`config.mk`:
```
export PLATFORM = sky130hd
export DESIGN_NAME = truth_table_sweep
export DESIGN_NICKNAME = d
export VERILOG_FILES = /design/src/rtl/truth_table_sweep.sv
export SDC_FILE = /design/constraint.sdc
export NUM_CORES = 1
export LEC_CHECK = 0
export ABC_AREA = 1
export CORE_MARGIN = 2
export CORE_UTILIZATION = 44
export CTS_BUF_LIST = sky130_fd_sc_hd__clkbuf_8 sky130_fd_sc_hd__clkbuf_16
export DETAILED_ROUTE_END_ITERATION = 6
export GPL_TIMING_DRIVEN = 0
export PLACE_DENSITY = 0.9
export SLEW_MARGIN = 20
export SYNTH_ARGS = -nofsm -noshare
export SYNTH_HDL_FRONTEND = slang
export SYNTH_SLANG_ARGS = --single-unit
```
`constraint.sdc`:
```
create_clock -name clk -period 4 [get_ports clk]
set_input_delay 0.8 -clock clk [delete_from_list [all_inputs] [get_ports clk]]
set_output_delay 0.8 -clock clk [all_outputs]
set_load 0.02 [all_outputs]
```
`src/rtl/truth_table_sweep.sv`:
```
// rtl/truth_table_sweep.sv - exhaustive truth-table equivalence sweep; optional HALT_ON_FAIL_EN stops at first mismatch
module truth_table_sweep #(
  parameter int N = 4
) (
  input  logic              clk,
  input  logic              reset,
  input  logic              start,
  input  logic              use_ext,
  input  logic [2**N-1:0]   table_a,
  input  logic [2**N-1:0]   table_b,
  input  logic              ext_a,
  input  logic              ext_b,
  output logic [N-1:0]      vec,
  output logic              busy,
  output logic              done,
  output logic [N:0]        mismatch_count,
  output logic [N-1:0]      first_fail,
  output logic              fail_seen,
  output logic              equal
);

  typedef enum logic [1:0] {
    IDLE = 2'd0,
    RUN  = 2'd1,
    DONE = 2'd2
  } state_t;

  localparam logic [N-1:0] LAST_VEC = {N{1'b1}};

  state_t         state;
  state_t         state_nxt;
  logic           mode;
  logic           mode_nxt;
  logic [N-1:0]   vec_nxt;
  logic [N:0]     count_nxt;
  logic [N-1:0]   first_fail_nxt;
  logic           fail_seen_nxt;
  logic           a_bit;
  logic           b_bit;
  logic           diff;

  // Select the pair under comparison; tables are read live so edits during RUN apply at the next vector
  always_comb begin
    a_bit = mode ? ext_a : table_a[vec];
    b_bit = mode ? ext_b : table_b[vec];
    diff  = a_bit ^ b_bit;
  end

  // Next-state and datapath update: a start clears results, each RUN cycle scores one vector
  always_comb begin
    state_nxt      = state;
    mode_nxt       = mode;
    vec_nxt        = vec;
    count_nxt      = mismatch_count;
    first_fail_nxt = first_fail;
    fail_seen_nxt  = fail_seen;
    case (state)
      IDLE, DONE: begin
        if (start) begin
          state_nxt      = RUN;
          mode_nxt       = use_ext;
          vec_nxt        = '0;
          count_nxt      = '0;
          first_fail_nxt = '0;
          fail_seen_nxt  = 1'b0;
        end
      end
      RUN: begin
        if (diff) begin
          count_nxt = mismatch_count + (N+1)'(1);
          if (!fail_seen) begin
            first_fail_nxt = vec;
            fail_seen_nxt  = 1'b1;
          end
        end
`ifdef HALT_ON_FAIL_EN
        // Stop on the failing vector so vec and first_fail both point at it
        if (diff || vec == LAST_VEC) begin
          state_nxt = DONE;
        end else begin
          vec_nxt = vec + N'(1);
        end
`else
        // The final vector is held rather than wrapped so it stays visible in DONE
        if (vec == LAST_VEC) begin
          state_nxt = DONE;
        end else begin
          vec_nxt = vec + N'(1);
        end
`endif
      end
      default: begin
        state_nxt = IDLE;
      end
    endcase
  end

  // State and result registers; reset wins over any start in the same cycle
  always_ff @(posedge clk) begin
    if (reset) begin
      state          <= IDLE;
      mode           <= 1'b0;
      vec            <= '0;
      mismatch_count <= '0;
      first_fail     <= '0;
      fail_seen      <= 1'b0;
    end else begin
      state          <= state_nxt;
      mode           <= mode_nxt;
      vec            <= vec_nxt;
      mismatch_count <= count_nxt;
      first_fail     <= first_fail_nxt;
      fail_seen      <= fail_seen_nxt;
    end
  end

  assign busy  = (state == RUN);
  assign done  = (state == DONE);
  assign equal = done && (mismatch_count == '0);

endmodule

```
# ---- Word-level counts from Yosys, hierarchy flattened
# Cells that the tools add are included.
# W data, S select, Z words.
dict set report word_totals {
  ff_bits 17
  wordCells 49
  input_bits 38
  output_inout_bits 17
}
dict set report op_classes {
  bitwise_logic 1
  n_addsub 2
  n_eq_ne 8
  order_cmp 1
  reduce_logical 10
  mux 21
}
# op count
set op_table {}
lappend op_table {{$mux W4} 4}
lappend op_table {{$pmux W4 S2} 2}
lappend op_table {{$mux W5} 2}
lappend op_table {{$pmux W5 S2} 1}
lappend op_table {{$bmux W1 S4} 2}
lappend op_table {{$mux W1} 6}
lappend op_table {{$ne A2 B2 Y1 const B} 3}
lappend op_table {{$reduce_and A3 Y1} 2}
lappend op_table {{$add A5 B1 Y5 const B} 1}
lappend op_table {{$logic_not A5 Y1} 1}
lappend op_table {{$lt A4 B5 Y1 const B} 1}
lappend op_table {{$add A4 B1 Y4 const B} 1}
lappend op_table {{$eq A4 B4 Y1 const B} 1}
lappend op_table {{$mux W2} 2}
lappend op_table {{$ne A2 B1 Y1 const B} 2}
lappend op_table {{$pmux W2 S2} 1}
lappend op_table {{$reduce_and A2 Y1} 2}
lappend op_table {{$reduce_and A4 Y1} 1}
lappend op_table {{$eq A2 B1 Y1 const B} 1}
lappend op_table {{$eq A2 B2 Y1 const B} 1}
lappend op_table {{$logic_not A2 Y1} 1}
lappend op_table {{$pmux W1 S2} 1}
lappend op_table {{$reduce_bool A2 Y1} 1}
lappend op_table {{$reduce_or A2 Y1} 1}
lappend op_table {{2 further kinds} 2}

# ---- Longest topological paths before layout
# Gate-level depths: netlist (run 1).
dict set report logic_depth {
  ltp_word 6
  ltp_mapped 15
  ltp_nobuf 14
}

# ---- Worst setup path before layout (run 1)
# Ideal clock, no wire load.
dict set report synth_path {
  kind {reg-to-output}
  startpoint {register mismatch_count[0]}
  endpoint {output port equal}
  required_time_ns 3.200
  arrival_time_ns 1.163
  path_stages_with_launch 5
  path_slack_ns 2.037
  path_cell_list {dfxtp_1 > inv_1 > ha_1 > nand3_1 > nor3_1}
}
dict set report synth_between {
  elab_chain_len 2
}
# item line
set synth_rtl {}
lappend synth_rtl {{start, declared} 16} ;# output logic [N:0] mismatch_count,
lappend synth_rtl {{start signal, assigned} 111} ;# mismatch_count <= count_nxt;
lappend synth_rtl {{$logic_not A5 Y1} 119} ;# assign equal = done && (mismatch_count == '0);
lappend synth_rtl {{$logic_and A1 B1 Y1} 119}
lappend synth_rtl {{end, declared} 19} ;# output logic equal
# Every way passes these cells.

# ---- Final worst setup path (run 1)
dict set report layout_path {
  startpoint {register state[0]}
  endpoint {output port busy}
}
dict set report layout_between {
  elab_chain_len 1
}
# item line
set layout_rtl {}
lappend layout_rtl {{start, declared} 30} ;# state_t state;
lappend layout_rtl {{start signal, assigned} 108} ;# state <= state_nxt;
lappend layout_rtl {{$eq A2 B1 Y1} 117} ;# assign busy = (state == RUN);
lappend layout_rtl {{end, declared} 14} ;# output logic busy,
# Every way passes these cells.

==> results.md, run 1 <==
- Status: finished clean
- Overall Global Routing Usage: 22.2%
- Worst Max-Slew Pin Slew: 0.521 ns
- Number of nets with antenna violations after routing: 0
- Power Density: 253 nW/um2
- Max Slew Vio Count: 0
- RSZ-0062 raised after global routing: false
- Static leakage: 0.000770 uW
- Yosys reg bits: 17
- Synth top cells by count: 57 x nand2_1, 36 x nand3_1, 17 x dfxtp_1
- Ant. Diodes: 0
- Via density: 5.22
- Longest Clk Path Bufs: 2
- Worst skew pair latency: 0.25 ns
- Share of cells above drive strength 1: 9.35%
- Final hold vios: 0
- Synth area leader: dfxtp_1
- Ys async rst share: 0%
- Post-CTS Resized: 0
- Final worst path period need: 2.84 ns
- WL per Instance: 12.6 um
- Yosys warns: 0
- First-pass GRT wire length: 5780 um
- Largest net degree at the start of global routing: 11
- Critical path data arrival time: 2.04 ns
- Clock skew: 0.00292 ns
- Worst reg2reg endpoint: first_fail[1]
- Initial antenna violation count: 0
- Initial core utilization: 47.3%
- Synth area leaders: dfxtp_1 28%, nand2_1 18%, nand3_1 15%
- Total grt overflow: 0
- Sink Count: 17
- Worst Path Class, Setup: reg2out
- Root buf cell: clkbuf_8
- Vias: 1440
- Crit path max fanout: 10
- Overall power: 461 uW
- Placeable Area: 2540 um2
- Die W: 56.3 um
- Drt drc: 0
- Final wirelength: 3480 um
- TritonCTS clock tree: done
- Prevailing post-synth register cell: dfxtp_1
- Final Non-Filler Cells: 276
- Critical Path Source: state[0]
- WHS Path Cells: 2
- Gp weighted congestion: 0.795
- Site row count: 18
- CTS H-tree lvls: 1
- Most numerous cell in the Yosys netlist: nand2_1
- Final net count: 288
- DIE HEIGHT: 56.3 um
- Worst r2r path cells: 15
- Hold-fix buffers, CTS: 0
- Max-cap viol count: 0
- Clk slew on worst S/H paths: 0.07 ns
- Critical Path Source Type: flop
- Post-synthesis cell count: 188
- Hold Path Class: reg2reg
- Number of synthesized flops with an enable pin: 0
- Die ar.: 3170 um2
- Max rail drop VDD: 0.291 mV
- Fin crit share: 71.0%
- Syn Area/Cell: 6.40 um2
- Post CTS Setup Buffer Count: 0
- Min-delay src: first_fail[0]
- IO Count: 55
- Setup-failing EPs final: 0
- Critical R2R Launch: vec[0]
- Fin Setup TNS: 0 ns
- Mapped cell area: 1200 um2
- Number of distinct library cells after synthesis: 27
- Vias in the first global route: 1295
- Setup slack, reg-to-reg: 2.06 ns
- Worst EP required: 3.20 ns
- Area grow syn2layout: 51.8%
- Slew margin rel.: 65.3%
- Post-synthesis sequential area ratio: 28.3%
- Hold Path Sink: first_fail[0]
- CP endpoint kind: output pin
- DRT iter0 DRCs: 92
- Pre-antenna DRT Iters: 4
- DP Wirelength: 2580 um
- I/O Buffers: 54
- Maximum clock rate: 352 MHz
- Dpl cells: 272
- Post-synth top area share: 28.3%
- Syn nets: 229
- Post-layout utilization of the core: 71.8%
- Clock buffer count from CTS: 3
[how the worst max path moves through the flow]
stage / slack [ns] / cells past startpoint / to
floorplan: 2.04 / 4 / equal
global placement: 1.46 / 4 / busy
detailed placement: 1.47 / 14 / first_fail[1]
CTS: 1.19 / 4 / busy
global route: 1.05 / 4 / busy
finish: 1.16 / 4 / busy
[report_power, final]
group | switching [uW] | internal [uW]
clock | 59.0 | 68.2
sequential | 4.57 | 175
combinational | 81.6 | 73.3
total | 145 | 316
[cell usage in the layout, fill, tap and decap left out]
cell type / netlist / layout
nand3_1: 36 / 36
inv_1: 16 / 17
a221oi_1: 1 / 1
o21a_1: 1 / 1
xor2_1: 3 / 3
nand3_2: 2 / 2
or2_2: 2 / 2
o22ai_1: 1 / 1
clkdlybuf4s50_1: 0 / 54
nand2_1: 57 / 57
a21oi_1: 12 / 12
inv_2: 1 / 1
nor3_1: 3 / 3
a21oi_2: 1 / 1
dfxtp_1: 17 / 17
nand4_1: 4 / 4
nand2_4: 2 / 2
a31oi_1: 1 / 1
ha_1: 3 / 3
clkbuf_1: 2 / 2
buf_2: 1 / 1
nand2_2: 8 / 8
nor2_1: 7 / 7
or2_1: 1 / 1
clkbuf_8: 0 / 3
buf_12: 1 / 1
buf_4: 1 / 1
buf_6: 1 / 1
o21ai_0: 3 / 3
[critical path, stage by stage (launching register included)]
cell and delay [ns]:
dfxtp_1 0.31, inv_1 0.06, nor2_1 0.33, clkbuf_1 0.39, clkdlybuf4s50_1 0.69
[layer usage]
metal | GRT usage [%] | wire length, um
met1 | 29.8 | 1610
met2 | 36.8 | 1620
met3 | 3.00 | 225
met4 | 7.14 | 22
met5 | 0 | 0
[area by class of cell]
class	instances	area [um2]
clock buffer	3	41.3
timing repair buffer	54	541
sequential	17	340
multi-input combinational	148	748
tap	30	37.5
clock inverter	1	3.75
inverter	17	63.8
buffer	6	51.3
fill	227	718
[kinds of logic after synthesis]
logic type / count (synthesis) / synth area share [%]
xor gates and xnor gates: 3 / 2.18
and+or+nand+nor: 122 / 47.5
adders and majority gates: 3 / 3.12
DFF: 17 / 28.3
buffers and inverters: 23 / 9.56
AOI/OAI and AO/OA: 20 / 9.36
[sequential cells by signal, indices dropped and copies added, names as in the netlist]
name / flops
fail_seen: 1
vec: 4
state: 2
mode: 1
mismatch_count: 5
first_fail: 4
[through the flow]
stage          hold slack [ns]  worst slack (ns)  instance area, um2
6_report                 0.492              1.16                1830
3_5_place_dp             0.487              1.47                1780
3_3_place_gp             0.471              1.46                1780
2_1_floorplan            0.538              2.04                1200
5_1_grt                  0.511              1.05                1830
4_1_cts                  0.497              1.19                1830
Note: power is estimated with default switching activity, not from simulation.
==> run 2, diff against run 1 <==
Settings changed: CORE_UTILIZATION 44 to 41, PLACE_DENSITY 0.9 to 0.85.
Clock period 4 ns to 2.8 ns, I/O delays scaled along.
==> results.md, run 2 (same netlist as run 1, synthesis figures left out) <==
- RSZ-0062 raised after global routing: false
- Overall Global Routing Usage: 20.3%
- Drt drc: 0
- Die W: 58.2 um
- Post CTS Setup Buffer Count: 0
- Fillcell total: 258
- Maximum clock rate: 389 MHz
- Max rail drop VDD: 0.392 mV
- Longest Clk Path Bufs: 2
- Ant. Diodes: 0
- Hold Path Class: reg2reg
- Clock buffer count from CTS: 3
- Status: finished clean
- Biggest regs: mismatch_count (5), first_fail (4), vec (4)
- Placeable Area: 2780 um2
- Worst Max-Slew Pin Slew: 0.481 ns
- Worst skew pair latency: 0.25 ns
- CP endpoint kind: output pin
- Final worst path period need: 2.57 ns
- Final worst slack: 0.232 ns
- Initial antenna violation count: 0
- Hold_ws: 0.485 ns
- Total grt overflow: 0
- Vias in the first global route: 1286
- Most frequent cells in the layout: 57 x nand2_1, 54 x clkdlybuf4s50_1, 36 x nand3_1, 17 x dfxtp_1, 16 x inv_1
- IO Count: 55
- Gp weighted congestion: 0.796
- Final net count: 288
- Largest register FFs: 5
- WL per Instance: 12.1 um
- Power Density: 360 nW/um2
- Pre-antenna DRT Iters: 4
- DRT iter0 DRCs: 64
- DP Wirelength: 2540 um
- Critical Path Source: state[0]
- Final wirelength: 3350 um
- Number of nets with antenna violations after routing: 0
- Slew margin rel.: 67.9%
- Area grow syn2layout: 52.0%
- Root buf cell: clkbuf_8
- Final hold vios: 0
- First-pass GRT wire length: 5520 um
- Critical Path Source Type: flop
- Site row count: 19
- Worst Path Class, Setup: reg2out
- Largest net degree at the start of global routing: 11
- Sink Count: 17
- DIE HEIGHT: 58.2 um
- Largest Register: mismatch_count
- Vias: 1410
- Share of cells above drive strength 1: 9.76%
- Initial core utilization: 43.3%
- Fin Setup TNS: 0 ns
- Die ar.: 3380 um2
- Post-CTS Resized: 0
- TritonCTS clock tree: done
- Clk slew on worst S/H paths: 0.07 ns
- I/O Buffers: 54
- Max Slew Vio Count: 0
- Static leakage: 0.000769 uW
- Placed Area: 1780 um2
- Clock skew: 0.00511 ns
- Crit path max fanout: 10
- Setup-failing EPs final: 0
- Hold-fix buffers, CTS: 0
- Min-delay src: first_fail[0]
- CTS H-tree lvls: 1
- Max-cap viol count: 0
- Critical path data arrival time: 2.01 ns
- Worst EP required: 2.24 ns
- Design area: 1830 um2
- Critical R2R Launch: vec[0]
- Place WS: 0.514 ns
- Fin crit share: 91.7%
- Most common cell after layout, fill and taps aside: nand2_1
- Via density: 5.09
- Post-layout utilization of the core: 65.8%
run 2: cell types whose count changed in the layout (fill, tap and decap cells not counted):
cell | previous run | this run
clkinv_2 | 0 | 1
inv_1 | 17 | 16
run 2: layout make-up:
| class | count | area, um2 | share of cell area [%] |
|---|---|---|---|
| multi-input combinational | 148 | 748 | 40.9 |
| timing repair buffer | 54 | 541 | 29.5 |
| sequential | 17 | 340 | 18.6 |
| inverter | 17 | 63.8 | 3.49 |
| buffer | 6 | 51.3 | 2.80 |
| clock buffer | 3 | 41.3 | 2.26 |
| tap | 31 | 38.8 | 2.12 |
| clock inverter | 1 | 5.00 | 0.274 |
run 2: worst paths after layout:
kind,endpoint,slack (ns),cells past startpoint
worst max register to register,first_fail[2],0.91,15
worst min register to register,first_fail[0],0.48,2
worst max-delay path,busy,0.23,4
worst min-delay path,first_fail[0],0.48,2
run 2: per-layer routing:
layer	GRT usage [%]	share of wire, %	vias to the layer above
met5	0	0	-
met4	4.98	1.0	0
met3	2.01	6.0	5
met2	36.7	46	42
met1	25.7	46	627
li1	-	-	736
run 2: power breakdown:
group	internal [uW]	total, uW	switching, uW	leakage (uW)
logic	105	219	115	0.000606
registers	250	256	6.51	0.000138
clock network	98.7	183	84.1	0.0000255
run 2: critical path: stages, from the launching register on:
cell and delay, ns:
dfxtp_1 0.31, inv_1 0.05, nor2_1 0.30, clkbuf_1 0.40, clkdlybuf4s50_1 0.69
run 2: per-stage QoR:
step	power, uW	instances
after floorplan	388	188
after global placement	478	273
after detailed placement	479	273
after CTS	660	277
after global routing	693	277
final	658	277
==> run 3, diff against run 2 <==
Settings changed: CTS_BUF_LIST sky130_fd_sc_hd__clkbuf_8 sky130_fd_sc_hd__clkbuf_16 to not set, PLACE_DENSITY 0.85 to not set, PLACE_DENSITY_LB_ADDON set to 0.05.
==> results.md, run 3 (same netlist as run 1, synthesis figures left out) <==
- Overall Global Routing Usage: 21.3%
- Clock skew: 0.00222 ns
- Root buf cell: clkbuf_4
- Fin crit share: 95.1%
- DIE HEIGHT: 58.2 um
- Worst skew pair latency: 0.29 ns
- Longest Clk Path Bufs: 2
- Initial antenna violation count: 0
- Worst Max-Slew Pin Slew: 0.492 ns
- Max-cap viol count: 0
- Maximum clock rate: 375 MHz
- Critical path data arrival time: 2.10 ns
- Final net count: 288
- Max Slew Vio Count: 0
- First-pass GRT wire length: 5660 um
- Gp weighted congestion: 0.765
- Vias in the first global route: 1354
- Post-CTS Resized: 0
- Power Density: 338 nW/um2
- Setup-failing EPs final: 0
- Setup slack, reg-to-reg: 0.88 ns
- Slew margin rel.: 67.2%
- Initial core utilization: 43.3%
- Critical R2R Launch: vec[0]
- Fin Setup TNS: 0 ns
- Placeable Area: 2780 um2
- Pre-antenna DRT Iters: 5
- Static leakage: 0.000761 uW
- Largest Register: mismatch_count
- Total grt overflow: 0
- IO Count: 55
- Hold Path Class: reg2reg
- Critical Path Source: state[0]
- DRT iter0 DRCs: 47
- Die ar.: 3380 um2
- Most common cell after layout, fill and taps aside: nand2_1
- Final wirelength: 3370 um
- Biggest regs: mismatch_count (5), first_fail (4), vec (4)
- Max rail drop VDD: 0.478 mV
- I/O Buffers: 54
- Vias: 1413
- WL per Instance: 12.2 um
- Area grow syn2layout: 50.4%
- Hold_ws: 0.491 ns
- Share of cells above drive strength 1: 9.76%
- Post CTS Setup Buffer Count: 0
- Hold-fix buffers, CTS: 0
- Ant. Diodes: 0
- Drt drc: 0
- CP endpoint kind: output pin
- TritonCTS clock tree: done
- Largest register FFs: 5
- Crit path max fanout: 10
- Worst Path Class, Setup: reg2out
- Number of nets with antenna violations after routing: 0
- Most frequent cells in the layout: 57 x nand2_1, 54 x clkdlybuf4s50_1, 36 x nand3_1, 17 x dfxtp_1, 16 x inv_1
- Final hold vios: 0
- Critical Path Source Type: flop
- Clock buffer count from CTS: 3
- RSZ-0062 raised after global routing: false
- Die W: 58.2 um
- Worst EP required: 2.24 ns
- DP Wirelength: 2760 um
- Clk slew on worst S/H paths: 0.10 ns
- Status: finished clean
- Site row count: 19
- CTS H-tree lvls: 1
- Min-delay src: mismatch_count[4]
- Final worst path period need: 2.66 ns
- Via density: 5.10
- Largest net degree at the start of global routing: 11
- Sink Count: 17
==> run 3: cell counts in the layout (fill, tap and decap cells not counted) <==
No cell type changed its count.
==> run 3: final timing paths <==
path	depth (start not counted)	end
min	2	mismatch_count[4]
max	4	busy
max reg2reg	15	mismatch_count[3]
min reg2reg	2	mismatch_count[4]
==> run 3: stage by stage <==
step	power (uW)	cell area (um2)	utilization [%]	std cells	setup WS, ns
2_1_floorplan	388	1200	-	188	0.966
3_3_place_gp	477	1780	64.1	273	0.499
3_5_place_dp	482	1780	64.1	273	0.483
4_1_cts	614	1810	65.1	277	0.158
5_1_grt	649	1810	65.1	277	0.0360
6_report	611	1810	65.1	277	0.137
==> run 3: cell type report <==
class / count / area (um2)
buffer: 6 / 51.3
clock buffer: 3 / 22.5
clock inverter: 1 / 5.00
fill: 263 / 971
inverter: 17 / 63.8
multi-input combinational: 148 / 748
sequential: 17 / 340
tap: 31 / 38.8
timing repair buffer: 54 / 541
==> run 3: worst max-delay path: stages (launching register included) <==
cell and delay, ns:
dfxtp_1 0.32, inv_1 0.05, nor2_1 0.32, clkbuf_1 0.42, clkdlybuf4s50_1 0.69
==> run 3: per-layer routing <==
layer,share of wire [%],global-route usage [%],up-vias
met5,0,0,-
met2,51,37.2,31
met3,4.9,5.13,0
met4,0,1.66,0
li1,-,-,738
met1,44,27.7,644
==> run 3: power breakdown <==
group	leakage, uW	internal [uW]	total, uW	switching [uW]
Combinational	0.000606	105	222	117
Clock	0.0000177	53.1	134	81.1
Sequential	0.000138	249	255	5.99
Total	0.000761	407	611	204
